--- config.mk ---
export PLATFORM = sky130hd
export DESIGN_NAME = reg_writeback_unit
export DESIGN_NICKNAME = d
export VERILOG_FILES = /design/src/rtl/reg_writeback_unit_pkg.sv /design/src/rtl/reg_writeback_unit_fifo.sv /design/src/rtl/reg_writeback_unit.sv
export SDC_FILE = /design/constraint.sdc
export NUM_CORES = 1
export LEC_CHECK = 0
export BUFFER_PORTS_ARGS = -buffer_cell sky130_fd_sc_hd__buf_2
export CAP_MARGIN = 25
export CORE_UTILIZATION = 34
export DETAILED_ROUTE_END_ITERATION = 16
export GPL_TIMING_DRIVEN = 0
export PLACE_DENSITY_LB_ADDON = 0.25
export SKIP_LAST_GASP = 1
export SLEW_MARGIN = 20
export SYNTH_ARGS = -nofsm -noshare
export SYNTH_HDL_FRONTEND = slang
export SYNTH_SLANG_ARGS = --single-unit
--- constraint.sdc ---
create_clock -name clk -period 3.5 [get_ports clk]
set_input_delay 0.525 -clock clk [delete_from_list [all_inputs] [get_ports clk]]
set_output_delay 0.525 -clock clk [all_outputs]
set_load 0.02 [all_outputs]
--- src/rtl/reg_writeback_unit_pkg.sv ---
// Shared types and defaults for the register-file writeback unit.
package wb_pkg;

    localparam int unsigned WB_DEPTH  = 4;
    localparam int unsigned WB_DATA_W = 32;
    localparam int unsigned WB_ADDR_W = 4;

    // R15 is the PC; the register file drives it externally.
    localparam logic [WB_ADDR_W-1:0] PC_REG = 4'd15;

    typedef struct packed {
        logic [WB_ADDR_W-1:0] addr;
        logic [WB_DATA_W-1:0] data;
    } wb_req_t;

endpackage

--- src/rtl/reg_writeback_unit_fifo.sv ---
// Writeback request FIFO; also presents its contents oldest-first so the
// parent can scan pending destinations for hazards and forwarding.
module wb_fifo
    import wb_pkg::*;
#(
    parameter int unsigned DEPTH = WB_DEPTH
) (
    input  logic                         clk,
    input  logic                         reset,
    input  logic                         push,
    input  logic                         pop,
    input  wb_req_t                      push_req,
    output wb_req_t                      head,
    output logic [$clog2(DEPTH+1)-1:0]   count,
    output logic                         full,
    output logic                         empty,
    output logic [DEPTH-1:0]             entry_valid,
    output wb_req_t [DEPTH-1:0]          entries
);

    localparam int unsigned PTR_W = $clog2(DEPTH);
    localparam int unsigned CNT_W = $clog2(DEPTH+1);

    wb_req_t            mem_q [DEPTH];
    wb_req_t            mem_d [DEPTH];
    logic [PTR_W-1:0]   wr_ptr_q, wr_ptr_d;
    logic [PTR_W-1:0]   rd_ptr_q, rd_ptr_d;
    logic [CNT_W-1:0]   count_q, count_d;
    logic               push_ok;
    logic               pop_ok;

    assign full  = (count_q == CNT_W'(DEPTH));
    assign empty = (count_q == '0);
    assign count = count_q;
    assign head  = mem_q[rd_ptr_q];

    // Next-state for storage, pointers and occupancy.
    always_comb begin
        push_ok  = push && !full;
        pop_ok   = pop && !empty;
        mem_d    = mem_q;
        wr_ptr_d = wr_ptr_q;
        rd_ptr_d = rd_ptr_q;
        count_d  = count_q;
        if (push_ok) begin
            mem_d[wr_ptr_q] = push_req;
            wr_ptr_d        = wr_ptr_q + PTR_W'(1);
        end
        if (pop_ok) begin
            rd_ptr_d = rd_ptr_q + PTR_W'(1);
        end
        case ({push_ok, pop_ok})
            2'b10:   count_d = count_q + CNT_W'(1);
            2'b01:   count_d = count_q - CNT_W'(1);
            default: count_d = count_q;
        endcase
    end

    // Entry k is the k-th oldest; pointer arithmetic wraps modulo DEPTH.
    always_comb begin
        for (int k = 0; k < DEPTH; k++) begin
            entries[k]     = mem_q[rd_ptr_q + PTR_W'(k)];
            entry_valid[k] = (CNT_W'(k) < count_q);
        end
    end

    always_ff @(posedge clk) begin
        if (!reset) begin
            wr_ptr_q <= '0;
            rd_ptr_q <= '0;
            count_q  <= '0;
            for (int i = 0; i < DEPTH; i++) begin
                mem_q[i] <= '0;
            end
        end else begin
            wr_ptr_q <= wr_ptr_d;
            rd_ptr_q <= rd_ptr_d;
            count_q  <= count_d;
            mem_q    <= mem_d;
        end
    end

endmodule

--- src/rtl/reg_writeback_unit.sv ---
// Register-file write-side initiator with RAW hazard reporting.
// Optional macro WB_FORWARD_EN enables data forwarding on the fwd ports.
module reg_writeback_unit
    import wb_pkg::*;
#(
    parameter int unsigned DEPTH  = WB_DEPTH,
    parameter int unsigned DATA_W = WB_DATA_W,
    parameter int unsigned ADDR_W = WB_ADDR_W
) (
    input  logic                         clk,
    input  logic                         reset,
    input  logic                         req_valid,
    output logic                         req_ready,
    input  logic [ADDR_W-1:0]            req_addr,
    input  logic [DATA_W-1:0]            req_data,
    output logic                         wr_enable,
    output logic [ADDR_W-1:0]            A3,
    output logic [DATA_W-1:0]            WD3,
    input  logic [ADDR_W-1:0]            chk_a1,
    input  logic [ADDR_W-1:0]            chk_a2,
    output logic                         hazard1,
    output logic                         hazard2,
    output logic                         fwd1_valid,
    output logic [DATA_W-1:0]            fwd1_data,
    output logic                         fwd2_valid,
    output logic [DATA_W-1:0]            fwd2_data,
    output logic [$clog2(DEPTH+1)-1:0]   count,
    output logic                         drop_err
);

    logic                run_q, run_d;
    logic                wr_enable_q, wr_enable_d;
    logic [ADDR_W-1:0]   a3_q, a3_d;
    logic [DATA_W-1:0]   wd3_q, wd3_d;
    logic                drop_err_q, drop_err_d;

    logic                push;
    logic                is_pc;
    logic                enq;
    logic                pop;
    logic                fifo_full;
    logic                fifo_empty;
    wb_req_t             enq_req;
    wb_req_t             head;
    logic [DEPTH-1:0]    entry_valid;
    wb_req_t [DEPTH-1:0] entries;

    // A pending write to chk exists in the queue or on the write port.
    function automatic logic pending_hit(
        input logic [ADDR_W-1:0]    chk,
        input logic                 we,
        input logic [ADDR_W-1:0]    a3,
        input logic [DEPTH-1:0]     vld,
        input wb_req_t [DEPTH-1:0]  ents
    );
        logic h;
        h = we && (a3 == chk);
        for (int k = 0; k < DEPTH; k++) begin
            if (vld[k] && (ents[k].addr == chk)) begin
                h = 1'b1;
            end
        end
        return h && (chk != ADDR_W'(PC_REG));
    endfunction

    wb_fifo #(
        .DEPTH (DEPTH)
    ) u_fifo (
        .clk         (clk),
        .reset       (reset),
        .push        (enq),
        .pop         (pop),
        .push_req    (enq_req),
        .head        (head),
        .count       (count),
        .full        (fifo_full),
        .empty       (fifo_empty),
        .entry_valid (entry_valid),
        .entries     (entries)
    );

    // Ready depends only on registered state; run_q holds it low through reset.
    assign req_ready = run_q && !fifo_full;

    always_comb begin
        push          = req_valid && req_ready;
        is_pc         = (req_addr == ADDR_W'(PC_REG));
        enq           = push && !is_pc;
        enq_req.addr  = req_addr;
        enq_req.data  = req_data;
        pop           = !fifo_empty;
        run_d         = 1'b1;
        wr_enable_d   = pop;
        a3_d          = a3_q;
        wd3_d         = wd3_q;
        drop_err_d    = drop_err_q || (push && is_pc);
        if (pop) begin
            a3_d  = head.addr;
            wd3_d = head.data;
        end
    end

    always_ff @(posedge clk) begin
        if (!reset) begin
            run_q       <= 1'b0;
            wr_enable_q <= 1'b0;
            a3_q        <= '0;
            wd3_q       <= '0;
            drop_err_q  <= 1'b0;
        end else begin
            run_q       <= run_d;
            wr_enable_q <= wr_enable_d;
            a3_q        <= a3_d;
            wd3_q       <= wd3_d;
            drop_err_q  <= drop_err_d;
        end
    end

    assign wr_enable = wr_enable_q;
    assign A3        = a3_q;
    assign WD3       = wd3_q;
    assign drop_err  = drop_err_q;

    assign hazard1 = pending_hit(chk_a1, wr_enable_q, a3_q, entry_valid, entries);
    assign hazard2 = pending_hit(chk_a2, wr_enable_q, a3_q, entry_valid, entries);

`ifdef WB_FORWARD_EN
    // Youngest match wins: scan in-flight first, then queue oldest to newest.
    function automatic logic [DATA_W-1:0] fwd_pick(
        input logic [ADDR_W-1:0]    chk,
        input logic                 we,
        input logic [ADDR_W-1:0]    a3,
        input logic [DATA_W-1:0]    wd3,
        input logic [DEPTH-1:0]     vld,
        input wb_req_t [DEPTH-1:0]  ents
    );
        logic [DATA_W-1:0] r;
        r = '0;
        if (we && (a3 == chk)) begin
            r = wd3;
        end
        for (int k = 0; k < DEPTH; k++) begin
            if (vld[k] && (ents[k].addr == chk)) begin
                r = ents[k].data;
            end
        end
        return r;
    endfunction

    assign fwd1_valid = hazard1;
    assign fwd2_valid = hazard2;
    assign fwd1_data  = hazard1 ? fwd_pick(chk_a1, wr_enable_q, a3_q, wd3_q, entry_valid, entries) : '0;
    assign fwd2_data  = hazard2 ? fwd_pick(chk_a2, wr_enable_q, a3_q, wd3_q, entry_valid, entries) : '0;
`else
    logic unused_entry_data;

    always_comb begin
        unused_entry_data = 1'b0;
        for (int k = 0; k < DEPTH; k++) begin
            unused_entry_data = unused_entry_data ^ (^entries[k].data);
        end
    end

    assign fwd1_valid = 1'b0;
    assign fwd2_valid = 1'b0;
    assign fwd1_data  = '0;
    assign fwd2_data  = '0;
`endif

endmodule

; ---- Yosys cells after proc, flatten, opt, wreduce, memory -nomap -nowiden
; Cells that the tools add are included.
[word_totals]
wordCells = 102
out_inout_bits = 110
register_bits = 190
input_bits = 47
[op_classes]
muxes = 25
n_eq_ne = 16
add_sub_neg = 6
n_lt_le_gt_ge = 10
bitwise_logic = 5
reduce_logical = 24
[op_table]
columns = cell, n
row1 = $mux W36, 9
row2 = $bmux W36 S2, 4
row3 = $bwmux W144, 1
row4 = $demux W36 S2, 1
row5 = $eq A4 B4 Y1, 10
row6 = $logic_and A1 B1 Y1, 18
row7 = $ge A3 B3 Y1 const B, 5
row8 = $not A2 Y3, 5
row9 = $mux W1, 9
row10 = $ne A4 B4 Y1 const B, 2
row11 = $lt A1 B3 Y1 const A, 2
row12 = $lt A2 B3 Y1 const A, 2
row13 = $pmux W3 S2, 1
row14 = $add A2 B1 Y2 const B, 2
row15 = $add A2 B2 Y2 const B, 2
row16 = $eq A4 B4 Y1 const B, 1
row17 = $add A3 B1 Y3 const B, 1
row18 = $eq A3 B3 Y1 const B, 1
row19 = $logic_not A1 Y1, 3
row20 = $logic_not A3 Y1, 1
row21 = $lt A3 B1 Y1 const B, 1
row22 = $sub A3 B1 Y3 const B, 1
row23 = $eq A2 B1 Y1 const B, 1
row24 = $eq A2 B2 Y1 const B, 1
row25 = other kinds (2), 2

; ---- Logic depth before layout (Yosys ltp)
[depth]
word_depth = 11
ltp_mapped = 9
mapped_depth_nobuf = 8

; ---- Modules after synthesis
; From an unflattened synthesis, not the netlist that was laid out.
[unflattened]
cells_unflattened = 1035
area_unflattened_um2 = 12016.5
[modules_own_cells]
columns = module, seq_area_each_um2, instances, area_each_um2, cells_each
row1 = wb_fifo, 3022.9, 1, 9519.1, 769
row2 = reg_writeback_unit, 780.7, 1, 2497.4, 266

; ---- Worst setup path after synthesis
; Ideal clock, no wire load.
[synth_path]
kind = register to output
startpoint = register u_fifo.rd_ptr_q[0]
endpoint = output hazard2
stages_incl_launch_ff = 9
slack_ps = 1054
path_buffers = 2
arrival_time_ps = 1921
cell_sequence = dfxtp_1 > buf_6 > buf_12 > mux4_2 > xnor2_1 > nand3_1 > nor3_2 > a311oi_1 > a21oi_1
[synth_via]
elab_chain_cells = 11
elab_cells_between_ends = 32
cone_classes = add/sub (3) / eq/ne (4) / mux (16) / bitwise (4) / reduce/logical (5)
[synth_rtl]
columns = element, line_no
row1 = from (decl), reg_writeback_unit_fifo.sv:27  ; logic [PTR_W-1:0] rd_ptr_q, rd_ptr_d;
row2 = from (signal assigned), reg_writeback_unit_fifo.sv:77  ; rd_ptr_q <= rd_ptr_d;
row3 = $add A2 B1 Y2 or $not A2 Y3 (tied branches), reg_writeback_unit_fifo.sv:62  ; entries[k] = mem_q[rd_ptr_q + PTR_W'(k)];
row4 = $not A2 Y3 (implied by the code) or $bmux W36 S2 (tied branches), reg_writeback_unit_fifo.sv:62
row5 = $bmux W36 S2 or $mux W36 (tied branches), reg_writeback_unit_fifo.sv:62
row6 = $mux W36 (implied by the code), reg_writeback_unit_fifo.sv:62
row7 = $mux W36 (implied by the code) or $eq A4 B4 Y1 (tied branches), "reg_writeback_unit_fifo.sv:62, reg_writeback_unit.sv:59"
row8 = $eq A4 B4 Y1 or $logic_and A1 B1 Y1 (tied branches), reg_writeback_unit.sv:59  ; if (vld[k] && (ents[k].addr == chk)) begin
row9 = $logic_and A1 B1 Y1 or $mux W1 (tied branches), reg_writeback_unit.sv:59
row10 = $mux W1 (2 in a row), reg_writeback_unit.sv:59
row11 = $mux W1 (*), reg_writeback_unit.sv:59
row12 = $logic_and A1 B1 Y1 (*), reg_writeback_unit.sv:63  ; return h && (chk != ADDR_W'(PC_REG));
row13 = to (decl), reg_writeback_unit.sv:22  ; output logic hazard2,
; Every way passes the cells marked *; elsewhere a longest branch is shown, timed or not. The select of a mux whose other input is x is not followed.

; ---- Worst setup path after layout
; Ends and elaborated chain as after synthesis.

==> qor.txt <==
Mapped Area = 9370 um^2
Clk buf depth = 2
Async set-reset flop share out of synthesis = 0
P_int = 3.98 mW
Hold Fails Final Rpt = 0
Class of the worst hold path = primary input to flip-flop
Power Dens Cells = 552 nW/um^2
Area occupied by multi-input gates = 4930 um^2
Clock power share = 0.317
Top-area cell type share of the netlist area = 0.406
Antenna cells = 0
Num rows = 60
CTS Hold Bufs = 0
Endpoints failing setup = 0
Post-DP HPWL = 17600 um
Clk slew on worst S/H paths = 0.07 ns
Largest net degree at the start of global routing = 17
Post_cts resized = 0
CTS tree = built
Post-Syn Instances = 1055
Via density per instance = 4.65
Final Max Slew Viols = 0
Top FF cell, synth = dfxtp_1
H-tree Lvls = 4
Layout cells sized above 1 = 0.212
Routed wire length = 25100 um
CTS sink count = 190
Antenna violations before repair = 1
Register area = 3800 um^2
Tot GR Track Use = 0.183
Combinational power share = 0.296
Number of synthesized flops with an enable pin = 0
Crit path DAT = 2.52 ns
Initial DRC count = 431
TritonRoute pass-1 iters = 6
Slowest-stage cell, CP = mux4_1
Gr ovfl total = 0
Final Skew = 0.00871 ns
Root Buffer = clkbuf_16
Post-route ant nets = 0
Relative max-transition margin = 0.534
CP required = 2.97 ns
Actual slew at the worst max-slew pin = 0.699 ns
Final net count = 1275
YS warnings = 0
Cells after DPL = 1543
Register bit total from synthesis = 190
Max-Cap Viols = 0
Register share of total power = 0.387
Max Clk Rate = 329 MHz
Endpoint class of the critical path = output port
Top post-synthesis cells by count = nand2_1, dfxtp_1, a21boi_0, buf_4, buf_2
Die footprint = 28200 um^2
Fin Setup TNS = 0 ns
Area growth, synth to finish = 17.6%
Post-route minimum period = 3.04 ns
GP Congestion = 0.824
Unrepaired setup endpoints after global routing = no
Average size of a mapped cell = 8.88 um^2
Yosys top cell by area = dfxtp_1
Critical path class = flip-flop to output port
Critical path's largest stage delay = 0.61 ns
Drt drc = 0
Vias in the first global route = 7077
Worst skew pair latency = 0.43 ns
Unique masters post-synth = 40
Final cell count without fillers = 1575
Core area = 27000 um^2
Io pins = 157
Vias = 7324
Crit path max fanout = 9
VDD IR max = 0.000301 V
Largest delay contributor family on the critical path = multiplexers
WL per Instance = 15.9 um
Starting Density = 0.347
Leading cell type by number of instances after synthesis = nand2_1
Sequential area share after synthesis = 0.406
Die X = 168 um
Startpoint Class = flip-flop
Worst path cell trace = buf_6 > mux4_1 > xnor2_1 > nor3b_1 > a311oi_1 > a21oi_1 > buf_2
Die Height = 168 um
Top post-synthesis cells by area = dfxtp_1, nand2_1, a21boi_0, mux4_2, buf_4
Status = finished clean
Net Sw Frac = 0.345
CP bufs+invs = 2
Num CTS Buffers = 17
Leak = 4.19 nW
IO buf count = 82
Post-CTS setup buffer count = 0
Fin crit share = 0.869
First-pass GRT wire length = 39900 um
Psw = 2.10 mW
Fill cells = 2752
-- cell usage in the layout (no fill, tap or decap), types with 7 or more instances in the layout --
cell type | netlist | final
nand2_1 | 370 | 370
dfxtp_1 | 190 | 190
a21boi_0 | 160 | 160
buf_2 | 36 | 118
buf_4 | 66 | 66
conb_1 | 1 | 66
clkbuf_1 | 35 | 36
mux4_2 | 34 | 34
xnor2_1 | 25 | 25
a21boi_1 | 21 | 21
xor2_1 | 19 | 19
clkbuf_16 | 0 | 17
mux2i_1 | 15 | 15
and2_1 | 9 | 9
ha_1 | 7 | 7
-- through the flow --
stage | util | hold slack (ns) | total power, mW | setup slack, ns | area, um^2
finish | 0.408 | 0.220 | 6.08 | 0.459 | 11000
global placement | 0.387 | 0.441 | 4.22 | 0.907 | 10500
floorplan | - | 0.432 | 3.69 | 1.05 | 9620
global route | 0.408 | 0.208 | 6.37 | 0.313 | 11000
detailed placement | 0.387 | 0.445 | 4.23 | 0.928 | 10500
CTS | 0.408 | 0.207 | 6.13 | 0.449 | 11000
-- power by group through the flow --
| stage | Clock, mW | Combinational, mW | Sequential (mW) |
|---|---|---|---|
| finish | 1.93 | 1.80 | 2.36 |
| global route | 2.04 | 1.96 | 2.37 |
| CTS | 1.95 | 1.82 | 2.36 |
| detailed placement | 0 | 1.82 | 2.41 |
| global placement | 0 | 1.82 | 2.40 |
| floorplan | 0 | 1.24 | 2.45 |
-- sequential cells by signal (all words and copies together) (netlist names) --
register,flops
A3,4
WD3,32
drop_err,1
run_q,1
u_fifo.count,3
u_fifo.mem_q,144
u_fifo.rd_ptr_q,2
u_fifo.wr_ptr_q,2
wr_enable,1
-- per-layer routing --
layer / GRT usage / wire length, um
met1: 0.250 / 12200
met2: 0.296 / 11500
met3: 0.0386 / 1160
met4: 0.0399 / 206
met5: 0 / 13
-- logic make-up after synthesis --
kind of cell    after synthesis  share of synthesized area
compound gates              196                      0.156
xor+xnor                     44                     0.0411
fa+ha+maj                     7                    0.00934
buf+inv                     148                     0.0938
flops                       190                      0.406
mux                          61                      0.122
other cells                   1                   0.000400
simple gates                408                      0.172
-- final timing paths --
kind | startpoint | endpoint | slack (ns) | cells after the start
worst max-delay path | u_fifo.rd_ptr_q[0]$_SDFFE_PN0P_ | hazard2 | 0.46 | 7
worst min-delay path | reset | run_q$_DFF_P_ | 0.22 | 1
worst max register to register | u_fifo.count[1]$_SDFFE_PN0P_ | WD3[18]$_SDFFE_PN0P_ | 0.93 | 7
worst min register to register | u_fifo.mem_q[13]$_SDFFE_PN0P_ | u_fifo.mem_q[13]$_SDFFE_PN0P_ | 0.45 | 2
-- layout make-up --
class,instances,area share
Buffer,144,0.0785
Clock buffer,20,0.0414
Clock inverter,12,0.00988
Inverter,4,0.00136
Multi-Input combinational cell,782,0.448
Sequential cell,190,0.345
Tap cell,341,0.0387
Timing Repair Buffer,82,0.0372
(Power assumes the default switching activity.)
